<file path="src/rtl/mer_measure_ctrl.sv">
`default_nettype none
// ============================================================================
// Module      : mer_measure_ctrl
// Description : Modulation-error-ratio measurement controller for a 4-ASK
//               receiver. After a start request it discards SETTLE_SYMS
//               symbols. It then estimates the inner level amplitude "a" from
//               the mean of |x| over 2^LOG2_LEN symbols. Next it slices a
//               further 2^LOG2_LEN symbols against {+-a, +-3a} and averages
//               the squared slicer error. Results are published on a one-cycle
//               done pulse.
// Ports       : sys_clk       system clock, all logic on rising edge
//               reset_n       asynchronous active-low reset
//               sym_clk_ena   one-cycle symbol strobe (decision_var valid)
//               decision_var  signed 1s17 receive filter output
//               start         level-sampled measurement request
//               abort         return to IDLE, discard partial results
//               busy          high whenever the FSM is not in IDLE
//               done          one-cycle pulse when results update
//               level_a       estimated inner amplitude "a" (1s17 scale)
//               err_mean      mean squared slicer error
// Options     : MER_CONTINUOUS_EN - when defined, the FSM goes from DONE
//               directly into a new LEVEL phase (back-to-back measurements
//               until abort); when undefined every run needs a start.
// Revision    : 1.0 - initial release
// ============================================================================
module mer_measure_ctrl #(
  parameter int SETTLE_SYMS = 64,
  parameter int LOG2_LEN    = 10
) (
  input  logic        sys_clk,
  input  logic        reset_n,
  input  logic        sym_clk_ena,
  input  logic [17:0] decision_var,
  input  logic        start,
  input  logic        abort,
  output logic        busy,
  output logic        done,
  output logic [17:0] level_a,
  output logic [17:0] err_mean
);

  localparam int ACC_W = 18 + LOG2_LEN;
  localparam int SET_W = (SETTLE_SYMS > 1) ? $clog2(SETTLE_SYMS) : 1;
  localparam int CNT_W = (SET_W > LOG2_LEN) ? SET_W : LOG2_LEN;
  localparam logic [CNT_W-1:0] SETTLE_LAST =
      CNT_W'((SETTLE_SYMS > 0) ? SETTLE_SYMS - 1 : 0);
  localparam logic [CNT_W-1:0] PHASE_LAST = CNT_W'((1 << LOG2_LEN) - 1);

  typedef enum logic [2:0] {
    IDLE   = 3'd0,
    SETTLE = 3'd1,
    LEVEL  = 3'd2,
    ERROR  = 3'd3,
    DONE   = 3'd4
  } state_t;

  state_t             r_state;
  logic [CNT_W-1:0]   r_cnt;
  logic [ACC_W-1:0]   r_lvl_acc;
  logic [ACC_W-1:0]   r_err_acc;
  logic [17:0]        r_a;

  // |x| with the single unrepresentable magnitude (-2^17) clamped.
  logic [17:0] w_neg_x;
  logic [16:0] w_abs_x;
  assign w_neg_x = ~decision_var + 18'd1;
  assign w_abs_x = decision_var[17]
                 ? ((decision_var == 18'h20000) ? 17'h1FFFF : w_neg_x[16:0])
                 : decision_var[16:0];

  // Slicer and squared error. 20-bit signed math holds +-3a and x - level
  // without overflow; the error itself always fits in 19 bits because the
  // chosen level has the same sign as x.
  logic signed [19:0] w_x, w_a, w_t, w_a3, w_lvl, w_err;
  logic signed [39:0] w_sq;
  logic [17:0]        w_term;

  assign w_x  = {{2{decision_var[17]}}, decision_var};
  assign w_a  = {2'b00, r_a};
  assign w_t  = w_a + w_a;
  assign w_a3 = w_a + w_t;

  // Ties resolve outward (x == T -> 3a, x == -T -> -3a); zero is positive.
  always_comb begin
    w_lvl = -w_a3;
    if (w_x >= w_t)        w_lvl = w_a3;
    else if (w_x >= 20'sd0) w_lvl = w_a;
    else if (w_x > -w_t)   w_lvl = -w_a;
  end

  assign w_err  = w_x - w_lvl;
  assign w_sq   = w_err * w_err;
  assign w_term = w_sq[35:18];

  logic w_unused_bits;
  assign w_unused_bits = ^{w_neg_x[17], w_sq[39:36], w_sq[17:0]};

  // Running sums including the current symbol, so the last strobe of a
  // phase is folded in on the same edge that leaves the phase.
  logic [ACC_W-1:0] w_lvl_sum;
  logic [ACC_W-1:0] w_err_sum;
  logic [17:0]      w_a_new;
  logic [17:0]      w_mean_new;

  assign w_lvl_sum  = r_lvl_acc + ACC_W'(w_abs_x);
  assign w_err_sum  = r_err_acc + ACC_W'(w_term);
  // mean|x| = 2a for an even mix of a and 3a, hence the extra shift by one.
  assign w_a_new    = {1'b0, w_lvl_sum[ACC_W-1:LOG2_LEN+1]};
  assign w_mean_new = w_err_sum[ACC_W-1:LOG2_LEN];

  always_ff @(posedge sys_clk or negedge reset_n) begin
    if (!reset_n) begin
      r_state   <= IDLE;
      r_cnt     <= '0;
      r_lvl_acc <= '0;
      r_err_acc <= '0;
      r_a       <= '0;
      busy      <= 1'b0;
      done      <= 1'b0;
      level_a   <= '0;
      err_mean  <= '0;
    end else begin
      done <= 1'b0;
      if (abort) begin
        r_state   <= IDLE;
        r_cnt     <= '0;
        r_lvl_acc <= '0;
        r_err_acc <= '0;
        r_a       <= '0;
        busy      <= 1'b0;
      end else begin
        case (r_state)
          IDLE: begin
            if (start) begin
              r_state   <= SETTLE;
              r_cnt     <= '0;
              r_lvl_acc <= '0;
              r_err_acc <= '0;
              r_a       <= '0;
              busy      <= 1'b1;
            end
          end

          SETTLE: begin
            if (SETTLE_SYMS == 0) begin
              r_state <= LEVEL;
              r_cnt   <= '0;
            end else if (sym_clk_ena) begin
              if (r_cnt == SETTLE_LAST) begin
                r_state <= LEVEL;
                r_cnt   <= '0;
              end else begin
                r_cnt <= r_cnt + CNT_W'(1);
              end
            end
          end

          LEVEL: begin
            if (sym_clk_ena) begin
              r_lvl_acc <= w_lvl_sum;
              if (r_cnt == PHASE_LAST) begin
                r_state <= ERROR;
                r_cnt   <= '0;
                r_a     <= w_a_new;
              end else begin
                r_cnt <= r_cnt + CNT_W'(1);
              end
            end
          end

          ERROR: begin
            if (sym_clk_ena) begin
              r_err_acc <= w_err_sum;
              if (r_cnt == PHASE_LAST) begin
                // Results and done register together so they are visible
                // during the single DONE cycle.
                r_state  <= DONE;
                r_cnt    <= '0;
                done     <= 1'b1;
                level_a  <= r_a;
                err_mean <= w_mean_new;
              end else begin
                r_cnt <= r_cnt + CNT_W'(1);
              end
            end
          end

          DONE: begin
`ifdef MER_CONTINUOUS_EN
            r_state   <= LEVEL;
            r_cnt     <= '0;
            r_lvl_acc <= '0;
            r_err_acc <= '0;
`else
            r_state <= IDLE;
            busy    <= 1'b0;
`endif
          end

          default: begin
            r_state <= IDLE;
            busy    <= 1'b0;
          end
        endcase
      end
    end
  end

endmodule
`default_nettype wire
</file>
<file path="config.mk">
export PLATFORM = sky130hd
export DESIGN_NAME = mer_measure_ctrl
export DESIGN_NICKNAME = d
export VERILOG_FILES = /design/src/rtl/mer_measure_ctrl.sv
export SDC_FILE = /design/constraint.sdc
export NUM_CORES = 1
export LEC_CHECK = 0
export BUFFER_PORTS_ARGS = -buffer_cell sky130_fd_sc_hd__buf_2
export CORE_UTILIZATION = 35
export CTS_BUF_LIST = sky130_fd_sc_hd__clkbuf_2
export DETAILED_ROUTE_END_ITERATION = 10
export PLACE_DENSITY = 0.61
export SYNTH_ARGS = -nofsm -noshare
export SYNTH_HDL_FRONTEND = slang
export SYNTH_SLANG_ARGS = --single-unit
export TNS_END_PERCENT = 20
</file>
<file path="constraint.sdc">
create_clock -name sys_clk -period 45.9 [get_ports sys_clk]
set_clock_uncertainty 0.15 [all_clocks]
set_input_delay 11.475 -clock sys_clk [delete_from_list [all_inputs] [get_ports sys_clk]]
set_output_delay 11.475 -clock sys_clk [all_outputs]
set_load 0.01 [all_outputs]
</file>
==> flow_summary.yaml, run 1 <==
sta:
  max_freq_mhz: 38.2
  tightestPinTransition_ps: 963
  setup-violations-final: 0
  setup_tns_ps: 0
  fin_crit_ps: 26150
  slew_viol_final: 0
  finalHoldViolCount: 0
  fin_crit_sh_pct: 57.0
  timing.slew.headroom_pct: 35.8
  rsz0062_at_grt: "false"
global_route:
  antenna_found_initial: 1
  grt_usage_pct: 18.2
  grt_pass1_vias: 18300
  grt_pass1_wl_um: 96300
  overflow: 0
  grt_max_degree: 71
worst_setup_path:
  max_stage_delay_ps: 830
  critPathRequiredTime_ps: 46540
  cp-end-kind: "flop"
  critPathMostFrequentCell: "fa_1"
  startpoint_type: "input pin"
  cp.depth: 53
  cp_max_fo: 49
  crit_type: "input pin to flop"
  crit_family: "compound AO/OA/AOI/OAI gates"
  crit_arrival_ps: 26790
  reg2regPathDepth: 58
  cp_slowest_cell: "o41ai_2"
  worst-path-buf-inv: 7
yosys:
  synth_common_cells: "inv_1 (504), fa_1 (354), nand2_1 (287), ha_1 (223), nor2_1 (179)"
  ys_top_cells_by_area: "fa_1 (31%), dfrtp_1 (13%), ha_1 (12%)"
  yosys.area_share.simple_pct: 13.7
  synth_edf_count: 0
  synth_top_family_by_area: "adder cells"
  synth_area_leader_cell: "fa_1"
  synth_mux_area_share_pct: 0.886
  avgSynthCellArea_um2: 8.74
  synth.top_cell.area_share_pct: 30.8
  syn_inst: 2633
  synth_compound_area_share_pct: 13.9
  synthAdderAreaFrac_pct: 42.9
  synth_ff_type: "dfrtp_1"
  yosysMostFrequentCell: "inv_1"
  yosys.cell_types.count: 90
  yosys_warnings: 0
  synthArstFlopShare_pct: 100
  yosys.area_share.xor_xnor_pct: 5.54
  seq_area_frac_synth_pct: 13.4
  ys_ff_latch: 123
  syn_area_um2: 23000
floorplan:
  die_h_um: 258
  num_rows: 93
  start_util_pct: 35.6
  dieArea_um2: 66800
  ios: 61
  die_w_um: 258
  core_um2: 64700
final_layout:
  post-route-util_pct: 37.9
  fin_nets: 3259
  fin_area_um2: 24500
  fillCellCount: 6755
  seqCellArea_um2: 3080
  drive_gt1_share_pct: 5.96
  area_growth_pct: 6.62
  multi_input_area_um2: 17700
clock_tree:
  cts_setup_buffers: 0
  hold_buffers: 0
  path_clk_slew_ps: 180
  cts_sinks: 123
  cts_tree: "done"
  h-tree-depth: 4
  numCtsBuffers: 17
  cts_resized: 0
  clk_latency_ps: 870
  clk_path_buf_depth: 2
  clockRootBuffer: "clkbuf_2"
job:
  maxCapViolCount: 0
drt:
  drc_errors: 0
  ant_nets: 0
  wl_per_cell_um: 16.2
  vias: 17700
  drtIter0Drc: 1107
  finalWirelength_um: 57100
  via_per_inst: 5.03
  drtPass1Iterations: 5
run_status:
  status: "finished clean"
placed_design:
  dp_hpwl_um: 46500
  placed_area_um2: 24300
  io_buffer_count: 59
  place_congestion: 0.909
hold_path:
  min_path_cells: 2
  min_path_type: "flop to flop"
stage by stage:
step	hold slack, ps	std cells	setup WS [ps]
global route	384	3526	18760
CTS	356	3525	19920
detailed placement	315	3495	18870
finish	346	3526	19750
global placement	308	3495	19260
floorplan	300	2634	21550
cells by family (layout without fill, tap and decap cells):
family | count (synthesis) | in the layout
buffers and inverters | 590 | 626
DFF | 123 | 123
and+or+nand+nor | 693 | 693
xor gates and xnor gates | 144 | 144
other | 1 | 3
muxes | 20 | 20
adders and majority gates | 577 | 577
AOI/OAI and AO/OA | 485 | 485
flip-flops by register name (all words and copies together), names as in the netlist:
| register | cells |
|---|---|
| r_err_acc | 28 |
| r_lvl_acc | 28 |
| err_mean | 18 |
| level_a | 17 |
| r_a | 17 |
| r_cnt | 10 |
| r_state | 3 |
| busy | 1 |
| done | 1 |
layer usage:
layer | GRT usage, % | part of all wire [%]
met1 | 25.0 | 47
met2 | 30.0 | 47
met3 | 2.29 | 3.8
met4 | 5.00 | 2.0
met5 | 0 | 0
worst register-to-register path: cells and delay by family, from the launching register on:
family | cells | cell delay, ps
AOI/OAI and AO/OA | 18 | 4770
xor gates and xnor gates | 3 | 790
adders and majority gates | 12 | 5210
buffers and inverters | 6 | 1060
DFF | 1 | 490
muxes | 4 | 1250
and+or+nand+nor | 15 | 3750
placed cells by master, fill, tap and decap left out, drive strengths merged, types with 46 or more instances in the layout:
master	instances
inv	506
fa	354
nand2	287
ha	223
nor2	179
o21ai	153
dfrtp	123
a21oi	92
buf	87
xnor2	81
xor2	62
a21o	46
layout make-up:
type                    instances  share of cell area [%]
flip-flops and latches        123                    12.5
diodes                          1                  0.0102
well taps                     855                    4.36
clock inverters                11                   0.525
clock buffers                  19                   0.387
inverters                     509                    7.79
multi-input cells            1921                    72.3
repair buffers                 87                    2.07
final timing paths:
path | start | endpoint | slack, ps
min | err_mean[7]$_DFFE_PN0P_ | err_mean[7]$_DFFE_PN0P_ | 350
max in group asynchronous | reset_n | level_a[11]$_DFFE_PN0P_ | 33680
max | decision_var[17] | r_err_acc[22]$_DFFE_PN0P_ | 19750
min reg2reg | err_mean[7]$_DFFE_PN0P_ | err_mean[7]$_DFFE_PN0P_ | 350
max reg2reg | r_a[1]$_DFFE_PN0P_ | r_err_acc[22]$_DFFE_PN0P_ | 28420
min in group asynchronous | reset_n | err_mean[15]$_DFFE_PN0P_ | 10470
Power of run 1 is left out: the tool's default activity adds up to more than one toggle a clock period on the data nets, which glitch-free logic cannot reach.
==> run 2: changes to the inputs <==
clock period = 26.8 ns   (was 45.9 ns; I/O delays follow)
==> run 2 against run 1 <==
Effect of this change:
- routed wire length increased by 0.26%
- register-to-register slack got worse by 19000 ps
- via count increased by 0.24%
- final area increased by 0.18%
- setup slack got worse by 14000 ps
- non-clock buffer count unchanged
- first-iteration DRC count increased by 4.0%
- die area unchanged
- count of clock-buffer cells in the layout unchanged
- global-route usage about the same
==> flow_summary.yaml, run 2 (same netlist as run 1, synthesis figures left out) <==
sta:
  setup_tns_ps: 0
  slew_viol_final: 0
  rsz0062_at_grt: "false"
  tightestPinTransition_ps: 950
  max_freq_mhz: 46.6
  fin_crit_sh_pct: 80.0
  setup-violations-final: 0
  finalHoldViolCount: 0
  fin_crit_ps: 21450
  timing.slew.headroom_pct: 36.7
final_layout:
  drive_gt1_share_pct: 6.10
  mostFrequentLayoutCell: "inv_1"
  area_growth_pct: 6.81
  reg_top3: "r_err_acc (28), r_lvl_acc (28), err_mean (18)"
  fillCellCount: 6724
  fin_cells: 3528
  final_cell_mix: "inv_1 (504), fa_1 (354), nand2_1 (287)"
  fin_nets: 3259
placed_design:
  dp_cells: 3495
  io_buffer_count: 59
  dp_hpwl_um: 46700
  place_congestion: 0.907
clock_tree:
  clk_path_buf_depth: 2
  cts_setup_buffers: 0
  cts_resized: 0
  hold_buffers: 0
  h-tree-depth: 4
  cts_sinks: 123
  path_clk_slew_ps: 180
  clk_latency_ps: 890
  cts_tree: "done"
  clockRootBuffer: "clkbuf_2"
  numCtsBuffers: 17
drt:
  wl_per_cell_um: 16.2
  via_per_inst: 5.04
  finalWirelength_um: 57200
  drtIter0Drc: 1151
  drtPass1Iterations: 5
  ant_nets: 0
  vias: 17800
  drc_errors: 0
worst_setup_path:
  crit_family: "compound AO/OA/AOI/OAI gates"
  cp-end-kind: "flop"
  crit_type: "input pin to flop"
  critPathRequiredTime_ps: 27450
  worst-path-buf-inv: 7
  max_stage_delay_ps: 860
  crit_arrival_ps: 22100
  startpoint_type: "input pin"
  critPathMostFrequentCell: "fa_1"
  cp_slowest_cell: "o41ai_2"
  cp_max_fo: 49
floorplan:
  die_w_um: 258
  start_util_pct: 35.6
  core_um2: 64700
  num_rows: 93
  ios: 61
  dieArea_um2: 66800
  die_h_um: 258
global_route:
  grt_pass1_vias: 18100
  antenna_found_initial: 1
  grt_max_degree: 71
  grt_pass1_wl_um: 96200
  grt_usage_pct: 18.2
  overflow: 0
job:
  maxCapViolCount: 0
run_status:
  status: "finished clean"
hold_path:
  min_path_type: "flop to flop"
==> run 2: worst paths after layout <==
| path | start | to | slack [ps] | cells past startpoint |
|---|---|---|---|---|
| worst min register to register | level_a[11]$_DFFE_PN0P_ | level_a[11]$_DFFE_PN0P_ | 350 | 2 |
| worst min-delay path | level_a[11]$_DFFE_PN0P_ | level_a[11]$_DFFE_PN0P_ | 350 | 2 |
| min in group asynchronous | reset_n | err_mean[15]$_DFFE_PN0P_ | 5700 | 1 |
| worst max register to register | r_a[1]$_DFFE_PN0P_ | r_err_acc[24]$_DFFE_PN0P_ | 9200 | 58 |
| max in group asynchronous | reset_n | level_a[10]$_DFFE_PN0P_ | 19340 | 2 |
| worst max-delay path | decision_var[17] | r_err_acc[24]$_DFFE_PN0P_ | 5350 | 53 |
==> run 2: routing by layer <==
metal  part of all wire (%)  up-vias  track usage, %
met4                    2.6        0            5.80
met1                     46     8776            24.8
li1                       -     8537               -
met5                      0        -               0
met3                    4.5       82            2.58
met2                     47      384            29.6
==> run 2: per-stage QoR <==
stage,utilization (%),instance area (um^2),hold WS [ps],setup slack [ps]
after floorplan,-,23000,300,7220
after global placement,37.6,24300,308,4880
after detailed placement,37.6,24300,314,4470
after CTS,38.0,24600,355,5470
after global routing,38.0,24600,376,4270
final,38.0,24600,349,5350
==> run 2: worst min-delay path, cell delays in order, from the launching register on <==
cell,delay (ps)
dfrtp_1,380
nand2_1,40
o21ai_0,60
==> run 2: cell type report <==
type / count / area, um^2 / share of cell area (%)
Timing Repair Buffer: 87 / 508 / 2.07
Sequential cell: 123 / 3080 / 12.5
Antenna cell: 1 / 2.50 / 0.0102
Multi-Input combinational cell: 1921 / 17700 / 72.2
Clock buffer: 19 / 95.1 / 0.387
Clock inverter: 13 / 174 / 0.707
Tap cell: 855 / 1070 / 4.35
Inverter: 509 / 1910 / 7.77
Power of run 2 is left out for the same reason.
==> run 3: changes to the inputs <==
ABC_AREA = 1   (was unset)
clock period = 19.75 ns   (was 26.8 ns; I/O delays follow)
==> run 3 against run 2 <==
Effect of this change:
- first-iteration DRC count increased by 3.0%
- die area is 2.0% higher
- flip-flop and latch count unchanged
- area after synthesis is 2.0% higher
- non-clock buffer count fell by 1
- count of clock-buffer cells in the layout up 2
- global-route usage increased by 0.59 points
- routed wire length is 4.6% higher
==> flow_summary.yaml, run 3 <==
final_layout:
  reg_top3: "r_err_acc (28), r_lvl_acc (28), err_mean (18)"
  post-route-util_pct: 37.9
  drive_gt1_share_pct: 6.22
  fillCellCount: 6978
  final_cell_mix: "inv_1 (698), nand2_1 (549), fa_1 (354)"
  mostFrequentLayoutCell: "inv_1"
  fin_nets: 3673
  area_growth_pct: 6.80
  fin_area_um2: 25100
worst_setup_path:
  crit_arrival_ps: 18030
  cp_max_fo: 29
  max_stage_delay_ps: 560
  cp_slowest_cell: "fa_1"
  cp-end-kind: "flop"
  startpoint_type: "input pin"
  critPathRequiredTime_ps: 20220
  critPathMostFrequentCell: "nand2_1"
  crit_type: "input pin to flop"
sta:
  hold-worst-slack_ps: 348
  tightestPinTransition_ps: 859
  slew_viol_final: 0
  rsz0062_at_grt: "false"
  timing.slew.headroom_pct: 42.8
  fin_crit_ps: 17560
  finalHoldViolCount: 0
  setup_tns_ps: 0
  max_freq_mhz: 56.9
  fin_crit_sh_pct: 88.9
  setup-violations-final: 0
global_route:
  grt_pass1_wl_um: 101000
  grt_max_degree: 64
  grt_pass1_vias: 19400
  grt_usage_pct: 18.8
  overflow: 0
  antenna_found_initial: 1
floorplan:
  die_w_um: 261
  start_util_pct: 35.5
  ios: 61
  core_um2: 66100
  num_rows: 94
  die_h_um: 261
  dieArea_um2: 68100
yosys:
  synth.top_cell.area_share_pct: 30.2
  synth_mux_area_share_pct: 0
  synth_area_leader_cell: "fa_1"
  synth_ff_type: "dfrtp_1"
  ys_top_cells_by_area: "fa_1 (30%), dfrtp_1 (13%), ha_1 (12%)"
  synth_compound_area_share_pct: 9.85
  yosysMostFrequentCell: "inv_1"
  yosys.area_share.simple_pct: 18.6
  yosys_warnings: 0
  yosys.area_share.xor_xnor_pct: 3.94
  yosys.cell_types.count: 62
  synthArstFlopShare_pct: 100
  syn_area_um2: 23500
  seq_area_frac_synth_pct: 13.1
  synth_common_cells: "inv_1 (698), nand2_1 (549), fa_1 (354), nor2_1 (285), ha_1 (223)"
  synth_top_family_by_area: "adder cells"
  synth_edf_count: 0
  avgSynthCellArea_um2: 7.76
  syn_inst: 3023
  synthAdderAreaFrac_pct: 42.1
  ys_ff_latch: 123
clock_tree:
  clockRootBuffer: "clkbuf_2"
  cts_resized: 0
  path_clk_slew_ps: 190
  h-tree-depth: 4
  clk_latency_ps: 750
  numCtsBuffers: 17
  clk_path_buf_depth: 2
  hold_buffers: 0
  cts_sinks: 123
  cts_setup_buffers: 0
  cts_tree: "done"
hold_path:
  min_path_type: "flop to flop"
placed_design:
  place_congestion: 0.939
  dp_hpwl_um: 50300
  io_buffer_count: 59
  placed_area_um2: 24800
drt:
  drtPass1Iterations: 5
  ant_nets: 0
  wl_per_cell_um: 15.1
  finalWirelength_um: 59800
  vias: 18900
  via_per_inst: 4.79
  drc_errors: 0
  drtIter0Drc: 1186
run_status:
  status: "finished clean"
job:
  maxCapViolCount: 0
-- run 3: changes by cell type after synthesis, sizes merged, moves of 27 or more --
cell / change
nor2: +112
nand2: +276
nand3: +50
xnor2: -48
clkbuf: -27
inv: +203
a21o: -35
and3: -28
a21oi: +63
o31ai: -28
-- run 3: critical path: cells and delay by family --
kind                       cells  cell delay, ps
xor gates and xnor gates       3             940
adders and majority gates     11            4700
and+or+nand+nor               22            2620
buffers and inverters         10            2100
AOI/OAI and AO/OA             14            2740
-- run 3: layout make-up --
class | count | area [um^2] | area share (%)
Multi-Input combinational cell | 2131 | 17500 | 69.8
Sequential cell | 123 | 3080 | 12.3
Inverter | 714 | 2680 | 10.7
Tap cell | 864 | 1080 | 4.31
Timing Repair Buffer | 86 | 504 | 2.01
Clock inverter | 11 | 121 | 0.484
Clock buffer | 21 | 105 | 0.419
Antenna cell | 1 | 2.50 | 0.00998
-- run 3: worst paths after layout --
path,from,to,slack (ps),cells past startpoint
min in group asynchronous,reset_n,r_lvl_acc[6]$_DFFE_PN0P_,3970,1
worst max register to register,r_a[2]$_DFFE_PN0P_,r_err_acc[25]$_DFFE_PN0P_,4780,67
worst min register to register,err_mean[7]$_DFFE_PN0P_,err_mean[7]$_DFFE_PN0P_,350,2
max in group asynchronous,reset_n,r_err_acc[12]$_DFFE_PN0P_,14140,2
worst max-delay path,decision_var[17],r_err_acc[25]$_DFFE_PN0P_,2190,60
worst min-delay path,err_mean[7]$_DFFE_PN0P_,err_mean[7]$_DFFE_PN0P_,350,2
-- run 3: logic make-up after synthesis --
logic type | Yosys count
and+or+nand+nor | 1040
buffers and inverters | 770
adders and majority gates | 577
AOI/OAI and AO/OA | 411
DFF | 123
xor gates and xnor gates | 101
other | 1
-- run 3: metrics by stage --
stage / setup WS (ps) / instances
floorplan: 3930 / 3024
global placement: 1790 / 3918
detailed placement: 1500 / 3918
CTS: 2380 / 3950
global route: 1000 / 3951
finish: 2190 / 3951
-- run 3: per-layer routing --
| metal | wire length, um | GRT usage, % | share of wire [%] |
|---|---|---|---|
| met5 | 0 | 0 | 0 |
| met4 | 1220 | 4.89 | 2.0 |
| met3 | 2330 | 1.68 | 3.9 |
| met2 | 29100 | 32.0 | 49 |
| met1 | 27200 | 25.5 | 45 |
Power of run 3 is left out for the same reason.
